[config.mk]
export PLATFORM = sky130hd
export DESIGN_NAME = uart_switch_nport
export DESIGN_NICKNAME = d
export VERILOG_FILES = /design/src/rtl/uart_switch_nport.sv
export SDC_FILE = /design/constraint.sdc
export NUM_CORES = 1
export LEC_CHECK = 0
export CAP_MARGIN = 20
export CORE_UTILIZATION = 50
export DETAILED_ROUTE_END_ITERATION = 8
export PLACE_DENSITY = 0.64
export SYNTH_ARGS = -nofsm -noshare
export SYNTH_HDL_FRONTEND = slang
export SYNTH_SLANG_ARGS = --single-unit
[constraint.sdc]
create_clock -name clk -period 14 [get_ports clk]
set_input_delay 2.8 -clock clk [delete_from_list [all_inputs] [get_ports clk]]
set_output_delay 2.8 -clock clk [all_outputs]
set_load 0.01 [all_outputs]
[src/rtl/uart_switch_nport.sv]
// UART packet switch: one serial input, N_PORTS serial outputs routed through a
// programmable address table of (addr, port) entries.
module uart_switch_nport #(
    parameter int N_PORTS      = 4,
    parameter int DEPTH        = 8,
    parameter int CLKS_PER_BIT = 16
) (
    input  logic               clk,
    input  logic               rst,
    input  logic               prog,
    input  logic               sin,
    output logic [N_PORTS-1:0] sout,
    output logic               rx_err,
    output logic               cfg_err,
    output logic               drop,
    output logic               tbl_full
);

    // state      | meaning
    // RX_IDLE    | line idle, waiting for falling edge
    // RX_START   | counting to start-bit centre, glitch rejection
    // RX_DATA    | sampling 8 data bits, LSB first
    // RX_PARITY  | sampling odd parity bit
    // RX_STOP    | sampling stop bit, then byte_valid or rx_err

    localparam int CW = $clog2(CLKS_PER_BIT);
    localparam int IW = (DEPTH > 1) ? $clog2(DEPTH) : 1;
    localparam int PW = $clog2(N_PORTS);
    localparam logic [CW-1:0] BIT_LAST  = CW'(CLKS_PER_BIT - 1);
    localparam logic [CW-1:0] HALF_LAST = CW'(CLKS_PER_BIT / 2 - 1);
    localparam logic [7:0]    NP8       = 8'(N_PORTS);

    typedef enum logic [2:0] {RX_IDLE, RX_START, RX_DATA, RX_PARITY, RX_STOP} rx_state_t;

    rx_state_t     rx_state;
    logic          sin_s1, sin_s2, sin_d;
    logic [CW-1:0] rx_cnt;
    logic [2:0]    bit_idx;
    logic [7:0]    rx_byte;
    logic          rx_par;
    logic          byte_valid;

    always_ff @(posedge clk or posedge rst) begin
        if (rst) begin
            sin_s1     <= 1'b1;
            sin_s2     <= 1'b1;
            sin_d      <= 1'b1;
            rx_state   <= RX_IDLE;
            rx_cnt     <= '0;
            bit_idx    <= '0;
            rx_byte    <= '0;
            rx_par     <= 1'b0;
            byte_valid <= 1'b0;
            rx_err     <= 1'b0;
        end else begin
            sin_s1     <= sin;
            sin_s2     <= sin_s1;
            sin_d      <= sin_s2;
            byte_valid <= 1'b0;
            rx_err     <= 1'b0;
            case (rx_state)
                RX_IDLE: begin
                    if (sin_d && !sin_s2) begin
                        rx_state <= RX_START;
                        rx_cnt   <= HALF_LAST;
                    end
                end
                RX_START: begin
                    if (rx_cnt != '0) begin
                        rx_cnt <= rx_cnt - 1'b1;
                    end else if (sin_s2) begin
                        rx_state <= RX_IDLE;
                    end else begin
                        rx_state <= RX_DATA;
                        rx_cnt   <= BIT_LAST;
                        bit_idx  <= '0;
                    end
                end
                RX_DATA: begin
                    if (rx_cnt != '0) begin
                        rx_cnt <= rx_cnt - 1'b1;
                    end else begin
                        rx_byte <= {sin_s2, rx_byte[7:1]};
                        rx_cnt  <= BIT_LAST;
                        bit_idx <= bit_idx + 1'b1;
                        if (bit_idx == 3'd7) rx_state <= RX_PARITY;
                    end
                end
                RX_PARITY: begin
                    if (rx_cnt != '0) begin
                        rx_cnt <= rx_cnt - 1'b1;
                    end else begin
                        rx_par   <= sin_s2;
                        rx_cnt   <= BIT_LAST;
                        rx_state <= RX_STOP;
                    end
                end
                RX_STOP: begin
                    if (rx_cnt != '0) begin
                        rx_cnt <= rx_cnt - 1'b1;
                    end else begin
                        if (sin_s2 && (^{rx_byte, rx_par})) byte_valid <= 1'b1;
                        else                                rx_err     <= 1'b1;
                        rx_state <= RX_IDLE;
                    end
                end
                default: rx_state <= RX_IDLE;
            endcase
        end
    end

    logic [DEPTH-1:0]  tbl_valid;
    logic [7:0]        tbl_addr [DEPTH];
    logic [PW-1:0]     tbl_port [DEPTH];
    logic              pair_second;
    logic              pair_mode;
    logic [7:0]        byte0;
    logic              hit, free;
    logic [IW-1:0]     hit_idx, free_idx;
    logic [N_PORTS-1:0] tx_load;
    logic [7:0]        tx_data;

    // Both pair kinds key on the first byte, so one lookup serves programming and routing.
    always_comb begin
        hit      = 1'b0;
        hit_idx  = '0;
        free     = 1'b0;
        free_idx = '0;
        for (int i = 0; i < DEPTH; i++) begin
            if (tbl_valid[i] && tbl_addr[i] == byte0) begin
                hit     = 1'b1;
                hit_idx = IW'(i);
            end
        end
        for (int i = DEPTH - 1; i >= 0; i--) begin
            if (!tbl_valid[i]) begin
                free     = 1'b1;
                free_idx = IW'(i);
            end
        end
    end

    assign tbl_full = &tbl_valid;

    always_ff @(posedge clk or posedge rst) begin
        if (rst) begin
            tbl_valid   <= '0;
            for (int i = 0; i < DEPTH; i++) begin
                tbl_addr[i] <= '0;
                tbl_port[i] <= '0;
            end
            pair_second <= 1'b0;
            pair_mode   <= 1'b0;
            byte0       <= '0;
            cfg_err     <= 1'b0;
            drop        <= 1'b0;
            tx_load     <= '0;
            tx_data     <= '0;
        end else begin
            cfg_err <= 1'b0;
            drop    <= 1'b0;
            tx_load <= '0;
            if (rx_err) begin
                pair_second <= 1'b0;
            end else if (byte_valid) begin
                if (!pair_second) begin
                    pair_second <= 1'b1;
                    pair_mode   <= prog;
                    byte0       <= rx_byte;
                end else begin
                    pair_second <= 1'b0;
                    if (pair_mode) begin
                        if (rx_byte >= NP8) begin
                            cfg_err <= 1'b1;
                        end else if (hit) begin
                            tbl_port[hit_idx] <= rx_byte[PW-1:0];
                        end else if (free) begin
                            tbl_valid[free_idx] <= 1'b1;
                            tbl_addr[free_idx]  <= byte0;
                            tbl_port[free_idx]  <= rx_byte[PW-1:0];
                        end else begin
                            cfg_err <= 1'b1;
                        end
                    end else if (hit) begin
                        tx_load[tbl_port[hit_idx]] <= 1'b1;
                        tx_data                    <= rx_byte;
                    end else begin
                        drop <= 1'b1;
                    end
                end
            end
        end
    end

    // One transmitter per port; a pair takes twice as long as a frame, so a load never finds it busy.
    for (genvar p = 0; p < N_PORTS; p++) begin : g_tx
        logic          busy;
        logic          line;
        logic [9:0]    shift;
        logic [3:0]    left;
        logic [CW-1:0] cnt;

        always_ff @(posedge clk or posedge rst) begin
            if (rst) begin
                busy  <= 1'b0;
                line  <= 1'b1;
                shift <= '1;
                left  <= '0;
                cnt   <= '0;
            end else if (!busy) begin
                if (tx_load[p]) begin
                    busy  <= 1'b1;
                    line  <= 1'b0;
                    shift <= {1'b1, ~^tx_data, tx_data};
                    left  <= 4'd10;
                    cnt   <= BIT_LAST;
                end
            end else if (cnt != '0) begin
                cnt <= cnt - 1'b1;
            end else if (left == 4'd0) begin
                busy <= 1'b0;
            end else begin
                line  <= shift[0];
                shift <= {1'b1, shift[9:1]};
                left  <= left - 1'b1;
                cnt   <= BIT_LAST;
            end
        end

        assign sout[p] = line;
    end

endmodule
# Word level (Yosys, flattened, before mapping)
# Cells that the tools add are included.
word_totals:
  word_cells: 343
  input_bits: 4
  ff_bits: 216
  out_inout_bits: 8
op_classes:
  addsub: 10
  n_lt_le_gt_ge: 9
  n_reduce_logical: 54
  n_eq_ne: 34
  bitwise_logic: 9
  n_mux: 173
op_table:
  columns: ["op", "count"]
  rows:
  - ["4-bit two-way mux", 42]
  - ["10-bit two-way mux", 16]
  - ["1-bit two-way mux", 72]
  - ["3-bit two-way mux", 23]
  - ["64-bit bitwise mux", 1]
  - ["8-bit equality test", 8]
  - ["4-bit by 1-bit subtractor with 4-bit output (second input constant)", 9]
  - ["16-bit bitwise mux", 2]
  - ["16-bit two-way mux", 2]
  - ["2-bit != test (second input constant)", 16]
  - ["8-bit demux with 3-bit select", 1]
  - ["4-bit nonzero test", 6]
  - ["4-bit zero test", 4]
  - ["4-bit one-hot mux with 4 select lines", 1]
  - ["3-bit != test (second input constant)", 5]
  - ["3-bit one-hot mux with 5 select lines", 1]
  - ["3-bit AND reduction", 5]
  - ["1-bit logical AND", 14]
  - ["2-bit nonzero test", 7]
  - ["2-bit demux with 3-bit select", 2]
  - ["2-bit AND reduction", 6]
  - ["6-bit AND reduction", 2]
  - ["2-bit two-way mux", 5]
  - ["9-bit parity", 1]
  - ["27 further kinds", 38]

# Logic depth before layout (Yosys ltp)
# Gate-level depths: netlist of the first run.
logic_depth:
  depth_word: 22
  mapped_depth: 11
  ltp_nobuf: 9

# Least setup slack after synthesis of the first run
# No wires, ideal clock.
synth_timing:
  path_type: "reg2out"
  start: "reg tbl_valid[2]"
  end: "out tbl_full"
  stages_incl_launch_ff: 4
  setup_slack_ns: 9.923
  path_buffers: 1
  required_ns: 11.200
  arrival_time_ns: 1.277
  path_cell_list: "dfrtp_1 > clkbuf_1 > nand4_1 > nor3_1"
synth_via:
  elab_chain_len: 1
synth_lines:
  columns: ["item", "line", "source"]
  rows:
  - ["start: declaration", "112", "logic [DEPTH-1:0] tbl_valid;"]
  - ["start signal: assignment", "147", "tbl_valid <= '0;"]
  - ["start signal: indexed assignment", "178", "tbl_valid[free_idx] <= 1'b1;"]
  - ["8-bit AND reduction", "143", "assign tbl_full = &tbl_valid;"]
  - ["end: declaration", "16", "output logic tbl_full"]
# Every way passes these cells.

# Final worst setup path of the first run
# Ends and elaborated chain as after synthesis.

==> results.yml, run 1 <==
hold_path:
  worstHoldPathType: "reg2reg"
power_and_ir_drop:
  power_frac_comb_pct: 4.9
  ir_worst_vdd_v: 0.00008480
  switching_power_mw: 0.2969
  power_leakage_nw: 5.063
  internal_power_mw: 1.016
  power.density_nw_per_um2: 115.5
  p_sw_share_pct: 22.61
  p_seq_share_pct: 48.9
  clockPowerShare_pct: 46.1
  totalPowerFinal_mw: 1.313
global_routing:
  grt_pass1_wl_um: 32620
  gr-usage-all-layers_pct: 18.66
  first_global_vias: 6426
  antenna_found_initial: 0
  grt_max_degree: 99
  grt_overflow_total: 0
sta:
  max_freq_mhz: 193.6
  slew_violations: 0
  fin_crit_sh_pct: 36.89
  timing.final.ws_setup_ps: 8835
  finalHoldViolCount: 0
  fin_crit_ps: 5165
  skew_ps: 8.310
  grt_setup_unrepaired: "no"
  fin_setup_tns_ps: 0
  worst_slew_pin_slew_ps: 1049
  slew_headroom_pct: 29.85
  setup_viol: 0
status:
  status: "finished, final reports clean"
die:
  fp.dieW_um: 146.1
  dieArea_um2: 21330
  top_level_ports: 12
  placement_rows: 52
  start_util_pct: 51.11
  die_h_um: 146.1
  coreArea_um2: 20300
placement:
  dp.cells: 1184
  gp_congestion: 0.7412
  dp_hpwl_um: 12380
  port_buffers: 11
  pre_cts_ws_ps: 9343
clock_network:
  cts_root_buf: "clkbuf_16"
  hold_buffers: 0
  clock_tree.buffer_depth: 3
  cts.sinks: 212
  numCtsBuffers: 23
  cts_resized: 0
  clock_latency_ps: 500
  post_cts_buffers: 0
  cts.reportedPaths.clkPinSlew_ps: 60
  cts_tree: "done"
  htreeDepth: 1
worst_setup_path:
  crit_path_max_fanout: 9
  worstSetupStartpointType: "flip-flop"
  endpoint_kind: "output port"
  cp_data_required_time_ps: 11200
  arrival_ps: 2360
  criticalPathCategory: "reg2out"
synth:
  netlist_instances: 945
  synth-seq-area-share_pct: 51.65
  synth_area_leaders: "dfrtp_1 (41%), mux2_2 (12%), dfstp_2 (11%)"
  synthFlopType: "dfrtp_1"
  syn_avg_cell_area_um2: 10.98
  synth.distinct_cells: 59
  synthArstFlopShare_pct: 100.0
  syn_nets: 964
  synth_top_cell_by_area: "dfrtp_1"
  synth_warnings: 0
  yosysMostFrequentCell: "dfrtp_1"
  ys_top_cells_by_count: "dfrtp_1 (169), mux2_2 (106), nand2_1 (87)"
  synth-edff-count: 0
  netlist.area_leader.share_pct: 40.76
  synth_seq_cells: 212
  synth_area_um2: 10370
detailed_routing:
  postRouteAntennaNets: 0
  first_iter_violations: 263
  dr_total_vias: 6613
  wl_met1_um: 9388
  wl_met3_um: 393
  wire_per_inst_um: 15.57
  detail_route.first_pass.iterations: 4
  via_per_inst: 5.403
  dr.max_layer_used: "met4"
  routed_wirelength_um: 19060
  drc_errors: 0
  met2_length_um: 8843
flow_run:
  max_cap_viol_count: 0
layout:
  stdcell_count: 1224
  diodes: 0
  area_growth_pct: 9.575
  layout-drive-gt1-share_pct: 22.12
  final_nets: 958
[worst max-delay path, cell delays in order, from the launching register on]
cell and delay [ps]:
dfrtp_1 490, nand4_1 300, nor3_1 420, clkdlybuf4s50_1 660
[metal layers]
metal | track usage [%] | up-vias
met2 | 30.53 | 48
met4 | 4.688 | 0
met3 | 2.469 | 31
met1 | 26.40 | 3258
met5 | 0 | -
li1 | - | 3276
[layout make-up]
| cell class | instances | area [um^2] |
|---|---|---|
| Fill cell | 1790 | 8931 |
| Multi-Input combinational cell | 656 | 4643 |
| Clock inverter | 9 | 101.3 |
| Sequential cell | 212 | 5359 |
| Timing Repair Buffer | 17 | 155.1 |
| Clock buffer | 31 | 655.6 |
| Tap cell | 270 | 337.8 |
| Inverter | 29 | 116.4 |
[power by group through the flow]
stage                     clock network (mW)  registers [mW]  logic, mW
after floorplan                            0           0.644     0.0592
after global placement                     0           0.652     0.0644
after detailed placement                   0           0.653     0.0656
after CTS                              0.622           0.642     0.0663
after global routing                   0.646           0.644     0.0750
final                                  0.606           0.642     0.0649
[worst paths after layout]
check | startpoint | endpoint | slack (ps) | depth (start not counted)
max in group asynchronous | rst | byte0[4]$_DFFE_PP0P_ | 9960 | 3
worst max-delay path | tbl_valid[2]$_DFFE_PP0N_ | tbl_full | 8840 | 3
min in group asynchronous | rst | g_tx[0].cnt[3]$_DFFE_PP0P_ | 2810 | 2
worst min register to register | sin_s1$_DFF_PP1_ | sin_s2$_DFF_PP1_ | 350 | 0
worst max register to register | byte0[2]$_DFFE_PP0P_ | tbl_addr[3]$_DFFE_PP0P_ | 10050 | 8
worst min-delay path | sin_s1$_DFF_PP1_ | sin_s2$_DFF_PP1_ | 350 | 0
[cell usage in the layout (no fill, tap or decap), types with 3 or more instances in the layout]
cell,instances
o21a_1,5
nor2_2,3
o31ai_1,4
or3_1,9
nand3_1,22
a31oi_1,11
clkbuf_16,23
a211oi_1,3
clkbuf_1,3
ha_1,15
inv_1,28
and2_1,3
o22ai_1,12
clkdlybuf4s50_1,11
dfrtp_1,169
xnor2_1,81
nand4_1,15
nand2b_1,8
and3_1,3
nor2b_1,12
clkinv_2,5
nand2_1,87
dfstp_2,43
nor4_1,6
xor2_1,9
o21ai_1,3
mux2_2,106
clkbuf_8,5
nor4b_1,3
a21oi_1,23
mux2i_1,28
buf_4,6
nor2_1,70
or2_2,7
o21ai_0,56
nor3_1,20
nor3_2,4
[registers in the layout, summed over array words and instances (netlist names), 8 cells and up]
register,flops
g_tx.shift,36
byte0,8
rx_byte,8
tx_data,8
tbl_addr,64
g_tx.left,16
tbl_valid,8
tbl_port,16
g_tx.cnt,16
[stage by stage]
| step | hold slack [ps] | instance area, um^2 | utilization (%) |
|---|---|---|---|
| final | 354.7 | 11370 | 56.00 |
| after global routing | 359.6 | 11370 | 56.00 |
| after CTS | 357.8 | 11370 | 56.00 |
| after detailed placement | 347.2 | 10610 | 52.27 |
| after global placement | 346.9 | 10610 | 52.27 |
| after floorplan | 345.2 | 10380 | - |
[cells by family (layout without fill, tap and decap cells)]
logic type | after synthesis | count (layout) | synth area share, %
AOI/OAI and AO/OA | 134 | 134 | 7.610
xor gates and xnor gates | 90 | 90 | 7.598
adders and majority gates | 15 | 15 | 1.809
buffers and inverters | 77 | 86 | 3.594
DFF | 212 | 212 | 51.65
muxes | 134 | 134 | 14.21
and+or+nand+nor | 283 | 283 | 13.53
Power figures use the tool's default switching activity.
==> run 2, diff against run 1 <==
- PLACE_DENSITY: 0.64 -> 0.66
- clock period: 14 -> 4.7 ns (I/O delays scaled with it)
==> run 2 against run 1 <==
Compared with the run above:
- sequential share of layout area is 0.25 points lower
- global-route usage is 0.60 points higher
- first-iteration DRC count is 25% higher
- highest routed layer unchanged
- routed wire length is 3.2% higher
- register-to-register slack worse by 9200 ps
- sequential power grew to 3.0 times the previous value
- clock skew is 3.5 ps higher
- combinational power grew to 2.9 times the previous value
- flip-flop and latch count stayed put
- total power grew to 3.1 times the previous value
- clock power grew to 3.1 times the previous value
==> results.yml, run 2 (synthesis results as in run 1) <==
status:
  status: "finished, final reports clean"
global_routing:
  first_global_vias: 6619
  grt_pass1_wl_um: 33520
  gr-usage-all-layers_pct: 19.26
  grt_max_degree: 120
  grt_overflow_total: 0
  antenna_found_initial: 0
worst_setup_path:
  cp_data_required_time_ps: 5090
  reg2reg_depth: 9
  crit_path_max_fanout: 17
  critical_path.startpoint: "byte0[3]$_DFFE_PP0P_"
  worstSetupStartpointType: "flip-flop"
  r2r_end: "tbl_addr[42]$_DFFE_PP0P_"
  endpoint_kind: "flip-flop"
  arrival_ps: 4190
  rrSetupSlack_ps: 890
  criticalPathCategory: "reg2reg"
  reg2reg_from: "byte0[3]$_DFFE_PP0P_"
layout:
  stdcell_count: 1226
  multiInputGateArea_um2: 4643
  nFillCells: 1765
  final_nets: 959
  diodes: 0
  final_util_pct: 56.30
  largest_reg_flops: 64
  seqCellArea_um2: 5359
  top_register: "tbl_addr"
  final_common_cell: "dfrtp_1"
  layout-drive-gt1-share_pct: 21.97
  layout_common_cells: "dfrtp_1 (169), mux2_2 (106), nand2_1 (87)"
  area_growth_pct: 10.15
  largest_registers: "tbl_addr x64, g_tx.shift x36"
sta:
  grt_setup_unrepaired: "no"
  fin_setup_tns_ps: 0
  slew_violations: 0
  max_freq_mhz: 262.8
  fin_crit_ps: 3806
  finalHoldViolCount: 0
  worst_slew_pin_slew_ps: 938.8
  skew_ps: 11.78
  slew_headroom_pct: 37.29
  fin_crit_sh_pct: 80.97
  timing.final.ws_setup_ps: 894.2
  setup_viol: 0
flow_run:
  max_cap_viol_count: 0
clock_network:
  post_cts_buffers: 0
  clock_tree.buffer_depth: 3
  cts_root_buf: "clkbuf_16"
  cts.reportedPaths.clkPinSlew_ps: 60
  cts_tree: "done"
  htreeDepth: 1
  hold_buffers: 0
  cts_resized: 0
  clock_latency_ps: 510
  numCtsBuffers: 23
  cts.sinks: 212
die:
  dieArea_um2: 21330
  start_util_pct: 51.11
  placement_rows: 52
  fp.dieW_um: 146.1
  die_h_um: 146.1
  top_level_ports: 12
  coreArea_um2: 20300
placement:
  gp_congestion: 0.8076
  dp.cells: 1184
  port_buffers: 11
  dp_hpwl_um: 13130
  pre_cts_ws_ps: 922.0
detailed_routing:
  first_iter_violations: 330
  routed_wirelength_um: 19670
  wire_per_inst_um: 16.04
  postRouteAntennaNets: 0
  drc_errors: 0
  dr_total_vias: 6610
  detail_route.first_pass.iterations: 5
  via_per_inst: 5.392
hold_path:
  min_to: "sin_s2$_DFF_PP1_"
  worstHoldPathType: "reg2reg"
  hold_depth: 0
  min-delay-start: "sin_s1$_DFF_PP1_"
power_and_ir_drop:
  power.density_nw_per_um2: 350.6
  power_leakage_nw: 5.083
  totalPowerFinal_mw: 4.006
  ir_worst_vdd_v: 0.0003171
run 2: cell types whose count changed in the layout (fill, tap and decap cells not counted), sizes merged:
cell    change
bufinv      +2
clkbuf      +3
clkinv      -1
inv         -2
run 2: worst max-delay path by stage:
stage | cells after the start | endpoint | slack [ps]
floorplan | 1 | bit_idx[0]$_DFFE_PP0P_ | 1040
global placement | 8 | tbl_addr[42]$_DFFE_PP0P_ | 960
detailed placement | 8 | tbl_addr[41]$_DFFE_PP0P_ | 920
CTS | 8 | tbl_addr[41]$_DFFE_PP0P_ | 910
global route | 9 | tbl_addr[41]$_DFFE_PP0P_ | 620
finish | 9 | tbl_addr[42]$_DFFE_PP0P_ | 890
run 2: metrics by stage:
step / hold WS [ps] / instance area [um^2]
detailed placement: 346.8 / 10620
global route: 362.8 / 11430
finish: 357.0 / 11430
floorplan: 345.2 / 10380
global placement: 347.2 / 10620
CTS: 359.3 / 11420
run 2: cell type report:
cell class / instances / share of cell area, %
clock buffers: 33 / 5.715
flip-flops and latches: 212 / 46.89
inverters: 29 / 0.9853
multi-input cells: 656 / 40.63
clock inverters: 8 / 1.292
well taps: 270 / 2.956
repair buffers: 18 / 1.533
run 2: critical path, stage by stage, from the launching register on:
cell and delay, ps:
dfrtp_1 820, xnor2_1 170, nand4_1 120, nor3_1 60
clkbuf_4 170, nor4_4 420, nand3_2 320, or3_1 600
nor3_2 590, mux2_2 410
run 2: routing by layer:
metal	vias to the layer above	global-route usage [%]	share of wire [%]
met5	-	0	0
met1	3251	26.29	48
met3	31	3.438	2.8
met2	54	31.96	47
met4	0	4.792	1.7
li1	3274	-	-
run 2: report_power, final:
part           internal [mW]  total (mW)  switching (mW)
combinational         0.0793       0.189           0.110
clock                   1.19        1.90           0.719
sequential              1.86        1.91          0.0490
total                   3.13        4.01           0.878
